`config.mk`:
```
export PLATFORM = sky130hd
export DESIGN_NAME = pwm_mc
export DESIGN_NICKNAME = d
export VERILOG_FILES = /design/src/rtl/pwm_mc.sv
export SDC_FILE = /design/constraint.sdc
export NUM_CORES = 1
export LEC_CHECK = 0
export CORE_ASPECT_RATIO = 1.75
export CORE_UTILIZATION = 25
export CTS_BUF_LIST = sky130_fd_sc_hd__clkbuf_8
export DETAILED_ROUTE_END_ITERATION = 6
export PLACE_DENSITY_LB_ADDON = 0.05
export SLEW_MARGIN = 20
export SYNTH_ARGS = -nofsm -noshare
export SYNTH_HDL_FRONTEND = slang
export SYNTH_SLANG_ARGS = --single-unit
```
`constraint.sdc`:
```
create_clock -name clk_i -period 5.3 [get_ports clk_i]
set_clock_uncertainty 0.05 [all_clocks]
set_input_delay 1.06 -clock clk_i [delete_from_list [all_inputs] [get_ports clk_i]]
set_output_delay 1.06 -clock clk_i [all_outputs]
set_load 0.05 [all_outputs]
```
`src/rtl/pwm_mc.sv`:
```
// Multi-channel PWM generator sharing one prescaled counter, edge- or center-aligned,
// with duty/mode double-buffered so updates land only on a period boundary.
module pwm_mc #(
   parameter int N     = 8,
   parameter int CH    = 4,
   parameter int PSC_W = 8
) (
   input  logic              clk_i,
   input  logic              resetn_i,
   input  logic              en_i,
   input  logic              mode_i,
   input  logic [PSC_W-1:0]  psc_i,
   input  logic [CH*N-1:0]   duty_i,
   input  logic              load_i,
   output logic              pending_o,
   output logic              period_o,
   output logic [CH-1:0]     pwm_o
);

   typedef enum logic {
      DIR_UP   = 1'b0,
      DIR_DOWN = 1'b1
   } dir_e;

   localparam logic [N-1:0]     CntMax = {N{1'b1}};
   localparam logic [N-1:0]     CntOne = N'(1);
   localparam logic [PSC_W-1:0] PscOne = PSC_W'(1);

   logic [PSC_W-1:0] psc_cnt_q, psc_cnt_d;
   logic [N-1:0]     cnt_q, cnt_d;
   dir_e             dir_q, dir_d;
   logic [CH*N-1:0]  shadow_duty_q;
   logic             shadow_mode_q;
   logic [CH*N-1:0]  act_duty_q;
   logic             act_mode_q;
   logic             pending_q, pending_d;
   logic             period_q;
   logic [CH-1:0]    pwm_q, pwm_d;
   logic             tick;
   logic             boundary;
   logic             apply;

   always_comb begin
      tick      = en_i && (psc_cnt_q == psc_i);
      psc_cnt_d = (!en_i || tick) ? '0 : psc_cnt_q + PscOne;

      cnt_d    = cnt_q;
      dir_d    = dir_q;
      boundary = 1'b0;

      if (!en_i) begin
         cnt_d = '0;
         dir_d = DIR_UP;
      end else if (tick) begin
         if (!act_mode_q) begin
            cnt_d    = cnt_q + CntOne;
            boundary = (cnt_q == CntMax);
         end else if (dir_q == DIR_UP) begin
            if (cnt_q == CntMax) begin
               cnt_d = cnt_q - CntOne;
               dir_d = DIR_DOWN;
            end else begin
               cnt_d = cnt_q + CntOne;
            end
         end else begin
            cnt_d = cnt_q - CntOne;
            if (cnt_q == CntOne) begin
               dir_d    = DIR_UP;
               boundary = 1'b1;
            end
         end
      end

      // Every period (and any mode switch) restarts from 0 counting up.
      if (boundary) begin
         cnt_d = '0;
         dir_d = DIR_UP;
      end

      // While disabled the shadow is pushed through immediately so a restart uses fresh values.
      apply     = pending_q && (!en_i || boundary);
      pending_d = pending_q;
      if (apply) begin
         pending_d = 1'b0;
      end
      if (load_i) begin
         pending_d = 1'b1;
      end

      pwm_d = '0;
      for (int k = 0; k < CH; k++) begin
         pwm_d[k] = en_i && (cnt_q < act_duty_q[k*N +: N]);
      end
   end

   always_ff @(posedge clk_i or negedge resetn_i) begin
      if (!resetn_i) begin
         psc_cnt_q     <= '0;
         cnt_q         <= '0;
         dir_q         <= DIR_UP;
         shadow_duty_q <= '0;
         shadow_mode_q <= 1'b0;
         act_duty_q    <= '0;
         act_mode_q    <= 1'b0;
         pending_q     <= 1'b0;
         period_q      <= 1'b0;
         pwm_q         <= '0;
      end else begin
         psc_cnt_q <= psc_cnt_d;
         cnt_q     <= cnt_d;
         dir_q     <= dir_d;
         pending_q <= pending_d;
         period_q  <= boundary;
         pwm_q     <= pwm_d;
         if (load_i) begin
            shadow_duty_q <= duty_i;
            shadow_mode_q <= mode_i;
         end
         if (apply) begin
            act_duty_q <= shadow_duty_q;
            act_mode_q <= shadow_mode_q;
         end
      end
   end

   // Gating keeps a boundary pulse from leaking into the first disabled cycle.
   assign period_o  = period_q & en_i;
   assign pending_o = pending_q;
   assign pwm_o     = pwm_q;

endmodule

```
## Word-level counts from Yosys, hierarchy flattened

Index checks and enable logic that the tools add are counted.

- $add $sub $neg: 3
- Order comparisons: 4
- Equality and inequality tests: 5
- Mux-type cells: 21
- Bitwise operators: 1
- Reduce and logical (&&, ||, !) cells: 11

Operators by type and width:

| operator | count |
|---|---|
| 8-bit two-way mux | 7 |
| 8-bit less-than comparator | 4 |
| 8-bit by 1-bit adder with 8-bit output (second input constant) | 2 |
| 1-bit two-way mux | 14 |
| 8-bit by 1-bit == test with 1-bit output (second input constant) | 1 |
| 8-bit == test | 1 |
| 8-bit == test (second input constant) | 1 |
| 8-bit by 1-bit subtractor with 8-bit output (second input constant) | 1 |
| 1-bit logical AND | 6 |
| 3-bit by 1-bit != test with 1-bit output (second input constant) | 2 |
| 1-bit logical OR | 2 |
| 2-bit AND reduction | 1 |
| 2-bit nonzero test | 1 |
| 1-bit bitwise AND | 1 |
| 1-bit zero test | 1 |

- Bits in registers: 89

## Logic depth before layout (Yosys ltp)

Gate-level depths: netlist of run 1.

- Word-level depth: 10
- Gate-level depth with buffers: 9
- Depth with buffers taken out: 7

## Worst setup path before layout of run 1

Ideal clock, no wire load.

- Kind: input to output
- Start point: in en_i
- End point: out period_o
- Arrival time: 1.764 ns
- Required time: 4.190 ns
- Slack: 2.426 ns
- Stages on the path: 2
- Path buffers: 1
- Path through: clkbuf_1 > and2_1

- Word-level cells in the longest chain between the ends: 1

RTL lines:

| what | line | text |
|---|---|---|
| from (decl) | 10 | `input logic en_i,` |
| 1-bit bitwise AND | 127 | `assign period_o = period_q & en_i;` |
| to (decl) | 16 | `output logic period_o,` |

Every way passes these cells.

## Final worst setup path of run 1

Same ends and word-level chain as after synthesis.

==> key figures, run 1 <==
Critical path
  – Instance count on the critical path: 4
  – Worst Setup SP: en_i
  – Critical path endpoint: period_o
  – CP delay by family, top: buffers and inverters
  – Slowest cell on crit path: clkdlybuf4s50_1
  – Reg2reg end: act_duty_q[2]
  – CP max stage delay: roughly 800 ps
  – Critical path data required time: 4190 ps
  – CP endpoint kind: output pin
  – CP bufs+invs: 3
  – Reg2reg start: cnt_q[1]
  – Worst R2R Setup Slack: around 2200 ps
  – Most used cell, CP: clkdlybuf4s50_1
  – CP Launch Type: input port
  – Worst r2r path cells: 6
  – Critical path arrival: ~2700 ps
  – CP max FO: 13
  – Cells along the critical path: clkdlybuf4s50_1, buf_4, and2_1, clkdlybuf4s50_1
  – Crit Path Class: in2out

STA
  – Max_slew headroom: 42.3%
  – Slew at the pin closest to its max-slew limit: 865 ps
  – Setup ws final: between 1500 and 2000 ps
  – Unrepaired setup endpoints after global routing: false
  – Setup TNS: 0 ps
  – Fin Hold WS: 445 ps
  – Min Tclk post-route: 3780 ps
  – Setup-failing EPs final: 0
  – Fmax: 264 MHz
  – Tcrit/Tclk final: between 70% and 80%
  – Max Transition Viols Final: 0
  – Final Hold Vio Count: 0

GRT
  – GRT overflow: 0
  – Largest net degree at the start of global routing: 48
  – Initial antenna violation count: 0
  – Total Routing Usage GR: between 10% and 20%
  – Vias in the first global route: between 3,000 and 4,000
  – First-pass GRT wire length: 17,200 µm

CTS
  – CTS Sinks: 89
  – CTS Hold Bufs: 0
  – CTS clk-pin slew, worst paths: 90 ps
  – Latest clock arrival within the worst-skew pair: 360 ps
  – CTS root buf: clkbuf_8
  – Cts repair resizes: 0
  – H-tree levels: 3
  – CTS tree: built
  – Post-CTS Setup Inserts: 0
  – Cts bufs inserted: 9
  – Max Root-Sink Buffers: 2

Die
  – Die outline width: 105 µm
  – Initial Utilization: 25.8%
  – Die height: around 180 µm
  – # IOs: 51
  – Die area: just under 20,000 µm²
  – Row count: 65
  – Core ar.: 18,100 µm²

Cells and area
  – Layout area overhead: 19.5%
  – Ant. Diodes: 0
  – Non-Filler Instances: about 670
  – Layout cells sized above 1: 21.1%
  – Final nets: 503
  – FILL cells: 1,878

Pwr
  – P per Cell Area: ~300 nW/µm²
  – Final Power: 1.69 mW
  – VDD IR max: 121 µV
  – LEAKAGE: 2.53 nW

Synth
  – Number of flops mapped to enable cells by yosys: 0
  – Leading post-synthesis cells by cell area: dfrtp_1 (48%), mux2_2 (8.9%), mux2_4 (8.7%), ha_1 (8.6%), inv_1 (2.5%)
  – Library cells used by synthesis: 51
  – Post-Syn Instances: 374
  – Sequential area share after synthesis: 47.7%
  – Synth Cell Area: 4670 µm²
  – Syn Area/Cell: 12.5 µm²
  – Seq cells post-synth: 89
  – Post-synthesis net count: around 450
  – Warnings from Yosys: 0
  – Asr flop ratio synth: 100%
  – Synth cell count leaders: dfrtp_1 (89), mux2_2 (37), ha_1 (32)
  – Post-synth top area cell: dfrtp_1
  – Yosys top cell area share: 47.7%
  – Most common cell in the netlist: dfrtp_1
  – Top FF cell, synth: dfrtp_1

Detailed routing
  – Initial drt markers: 39
  – Final WL: just over 10,000 µm
  – Routed vias: around 3,000
  – Drt drc: 0
  – Antenna Violating Nets Remaining: 0
  – Avg Vias per Cell: between 4 and 5
  – Drt first pass iters: 4
  – DR WL/cell: 15.6 µm

Placement
  – Dpl cells: 649
  – GP Congestion: between 0.7 and 0.8
  – Place WS: 1510 ps
  – Port buffer count: 50
  – Final HPWL DP: 7230 µm

Min path
  – Worst hold path type: reg2reg

Flow run
  – Max Cap Violations: 0

Run status
  – Status: finished clean
==> logic make-up after synthesis <==
family                   synth area share, %
multiplexers                            18.5
buffers and inverters                   4.82
flip-flops                              47.7
adder cells (fa/ha/maj)                 8.57
AO/OA/AOI/OAI                           8.81
XOR/XNOR                                2.81
AND/OR/NAND/NOR                         8.81
==> worst min path at each step <==
stage / cells after the start / startpoint / slack [ps] / endpoint
2_1_floorplan: 1 / act_duty_q[12] / 410 / act_duty_q[12]
3_3_place_gp: 1 / act_duty_q[20] / 420 / act_duty_q[20]
6_report: 1 / act_duty_q[20] / 440 / act_duty_q[20]
3_5_place_dp: 1 / act_duty_q[20] / 430 / act_duty_q[20]
4_1_cts: 1 / act_duty_q[20] / 450 / act_duty_q[20]
5_1_grt: 1 / shadow_duty_q[10] / 480 / act_duty_q[10]
==> layout by cell type, fill, tap and decap left out, types with 4 or more instances in the layout <==
cell type	netlist	routed
xor2_1	6	6
nor3_1	5	5
o21bai_1	5	5
clkbuf_8	0	11
clkdlybuf4s50_1	0	48
a21oi_1	8	8
nand2_1	10	10
nand4_1	4	4
mux2_4	27	27
o21a_1	7	7
dfrtp_1	89	89
mux2_2	37	37
buf_4	0	4
nand2b_1	13	13
nor2_1	10	10
a21o_1	10	10
xnor2_1	9	9
ha_1	32	32
a2111o_1	4	4
inv_1	31	32
a211o_1	4	4
nand3_1	12	12
==> registers in the layout, indices dropped and copies added, names as in the netlist <==
register,count
act_duty_q,32
shadow_duty_q,32
cnt_q,8
psc_cnt_q,8
pwm_o,4
act_mode_q,1
dir_q,1
pending_o,1
period_q,1
shadow_mode_q,1
==> per-layer routing <==
layer  routed length [µm]  GRT usage (%)
met5                    0              0
met4                  254           5.46
met3                  335           2.20
met2                 5350           20.2
met1                 4430           14.0
==> where the power goes <==
part	total, mW	internal [mW]	switching, mW	leakage (nW)
registers	0.840	0.775	0.0649	1.08
logic	0.351	0.208	0.143	1.35
clock network	0.495	0.243	0.253	0.107
==> through the flow <==
stage | utilization (%) | cell area, µm²
floorplan | - | 4670
CTS | 30.8 | 5580
finish | 30.8 | 5580
detailed placement | 29.6 | 5380
global placement | 29.6 | 5380
global route | 30.8 | 5580
==> area by class of cell <==
type                    count  area, µm²  area share, %
well taps                 234        293           5.24
multi-input cells         241       2220           39.8
clock buffers              11        151           2.71
repair buffers             53        515           9.23
flip-flops and latches     89       2230           39.9
inverters                  32        120           2.15
clock inverters             5       55.1          0.986
Power figures use the tool's default switching activity.
==> run 2: changes to the inputs <==
==> constraint.sdc (replaced) <==
create_clock -name clk_i -period 3.6 [get_ports clk_i]
set_clock_uncertainty 0.05 [all_clocks]
set_input_delay 0.72 -clock clk_i [delete_from_list [all_inputs] [get_ports clk_i]]
set_output_delay 0.72 -clock clk_i [all_outputs]
set_load 0.05 [all_outputs]
==> key figures, run 2 (synthesis results as in run 1) <==
Cells and area
  – Layout cells sized above 1: 23.6% (was 21.1%)
  – Largest registers: act_duty_q x32, shadow_duty_q x32 (unchanged)
  – Final instance area: 5670 µm² (was 5580 µm²)
  – Commonest non-fill, non-tap cell in the layout: dfrtp_1 (unchanged)
  – Register area: 2230 µm² (unchanged)
  – Final core occ: 31.3% (was 30.8%)
  – Most frequent cells in the layout: dfrtp_1 (89), clkdlybuf4s50_1 (47), mux2_2 (37) (was dfrtp_1 (89), clkdlybuf4s50_1 (48), mux2_2 (37))
  – Layout area overhead: 21.3% (was 19.5%)
  – Ant. Diodes: 0 (unchanged)
  – Multi-input combinational cell area: 2220 µm² (unchanged)
  – Final nets: 516 (was 503)
  – FILL cells: 1,850 (was 1,878)

CTS
  – CTS root buf: clkbuf_8 (unchanged)
  – Post-CTS Setup Inserts: 0 (unchanged)
  – CTS Sinks: 89 (unchanged)
  – H-tree levels: 3 (unchanged)
  – Max Root-Sink Buffers: 2 (unchanged)
  – Latest clock arrival within the worst-skew pair: 360 ps (about the same)
  – CTS Hold Bufs: 0 (unchanged)
  – Cts repair resizes: 0 (unchanged)
  – Cts bufs inserted: 9 (unchanged)
  – CTS clk-pin slew, worst paths: 90 ps (about the same)
  – CTS tree: built (unchanged)

Min path
  – Worst hold path type: in2async (was reg2reg)

Placement
  – Port buffer count: 50 (unchanged)
  – Final HPWL DP: 7820 µm (was 7230 µm)
  – Cell Area, Placed: 5480 µm² (was 5380 µm²)
  – Place WS: 638 ps (was 1510 ps)
  – GP Congestion: 0.806 (was 0.788)

Die
  – Die outline width: 105 µm (unchanged)
  – Row count: 65 (unchanged)
  – Initial Utilization: 25.8% (unchanged)
  – Die height: 183 µm (unchanged)
  – Die area: 19,300 µm² (unchanged)
  – Core ar.: 18,100 µm² (unchanged)
  – # IOs: 51 (unchanged)

GRT
  – Vias in the first global route: 3,195 (was 3,189)
  – Largest net degree at the start of global routing: 53 (was 48)
  – Total Routing Usage GR: 12.2% (was 11.7%)
  – Initial antenna violation count: 0 (unchanged)
  – GRT overflow: 0 (unchanged)
  – First-pass GRT wire length: 17,600 µm (was 17,200 µm)

Detailed routing
  – Avg Vias per Cell: 4.45 (was 4.50)
  – Routed vias: 3,018 (was 2,994)
  – Drt drc: 0 (unchanged)
  – Drt first pass iters: 4 (unchanged)
  – Antenna Violating Nets Remaining: 0 (unchanged)
  – DR WL/cell: 16.0 µm (was 15.6 µm)
  – Final WL: 10,800 µm (was 10,400 µm)
  – Initial drt markers: 78 (was 39)

Critical path
  – CP Launch Type: register (was input port)
  – Critical path data required time: 3800 ps (was 4190 ps)
  – CP bufs+invs: 1 (was 3)
  – CP delay by family, top: simple AND/OR/NAND/NOR gates (was buffers and inverters)
  – CP max FO: 18 (was 13)
  – Slowest cell on crit path: or4b_4 (was clkdlybuf4s50_1)
  – Instance count on the critical path: 6 (was 4)
  – Critical path arrival: 2930 ps (was 2670 ps)
  – CP endpoint kind: register (was output pin)
  – Worst r2r path cells: 6 (unchanged)
  – Cells along the critical path: or4b_4, nor4_2, or3_1, and3_4, buf_12, mux2_1 (was clkdlybuf4s50_1, buf_4, and2_1, clkdlybuf4s50_1)
  – Crit Path Class: reg2reg (was in2out)
  – CP max stage delay: 610 ps (was 800 ps)

STA
  – Max Transition Viols Final: 0 (unchanged)
  – Min Tclk post-route: 2730 ps
  – Max_slew headroom: 46.3% (was 42.3%)
  – Setup ws final: 872 ps (was 1520 ps)
  – Setup-failing EPs final: 0 (unchanged)
  – Slew at the pin closest to its max-slew limit: 806 ps (was 865 ps)
  – Unrepaired setup endpoints after global routing: false (unchanged)
  – Setup TNS: 0 ps (unchanged)
  – Final Hold Vio Count: 0 (unchanged)
  – Fmax: 367 MHz
  – Tcrit/Tclk final: 75.8%

Flow run
  – Max Cap Violations: 0 (unchanged)

Pwr
  – P per Cell Area: 431 nW/µm² (was 302 nW/µm²)
  – LEAKAGE: 2.60 nW (was 2.53 nW)
  – VDD IR max: 195 µV (was 121 µV)
  – Final Power: 2.44 mW (was 1.69 mW)

Run status
  – Status: finished clean (unchanged)
run 2: cell types whose count changed in the layout (fill, tap and decap cells not counted):
cell	previous run	this run
clkdlybuf4s50_1	48	47
buf_4	4	17
clkinvlp_4	1	0
buf_12	0	1
clkbuf_8	11	9
clkinv_2	1	4
run 2: cell type report:
cell class / instances / area share (%)
multi-input cells: 241 / 39.2
inverters: 32 / 2.12
repair buffers: 66 / 11.0
clock inverters: 7 / 1.10
well taps: 234 / 5.16
flip-flops and latches: 89 / 39.3
clock buffers: 9 / 2.18
run 2: metrics by stage:
| step | hold slack (ps) | instances |
|---|---|---|
| 6_report | 334 | 678 |
| 5_1_grt | 379 | 678 |
| 4_1_cts | 360 | 678 |
| 3_5_place_dp | 429 | 662 |
| 3_3_place_gp | 425 | 662 |
| 2_1_floorplan | 374 | 374 |
run 2: path summary, 6_finish.rpt:
| kind | from | end | slack, ps |
|---|---|---|---|
| setup / recovery | cnt_q[2] | act_duty_q[12] | 870 |
| hold / removal | resetn_i | psc_cnt_q[5] | 330 |
| setup reg to reg | cnt_q[2] | act_duty_q[12] | 870 |
| hold reg to reg | shadow_duty_q[12] | act_duty_q[12] | 450 |
| max in group asynchronous | resetn_i | shadow_duty_q[22] | 2390 |
| min in group clk_i | shadow_duty_q[12] | act_duty_q[12] | 450 |
run 2: worst reg2reg max path, cell delays in order, from the launching register on:
cell	delay, ps
dfrtp_1	500
or4b_4	610
nor4_2	260
or3_1	200
and3_4	430
buf_12	240
mux2_1	330
run 2: where the power goes:
part	leakage [nW]	switching, mW	internal, mW
Clock	0.104	0.360	0.315
Combinational	1.42	0.221	0.312
Sequential	1.08	0.0917	1.14
run 2: layer usage:
metal	track usage, %	vias to the layer above	wire, µm
met2	21.7	56	5800
met3	2.20	11	322
met4	5.97	0	190
li1	-	1463	-
met1	13.8	1488	4510
met5	0	-	0
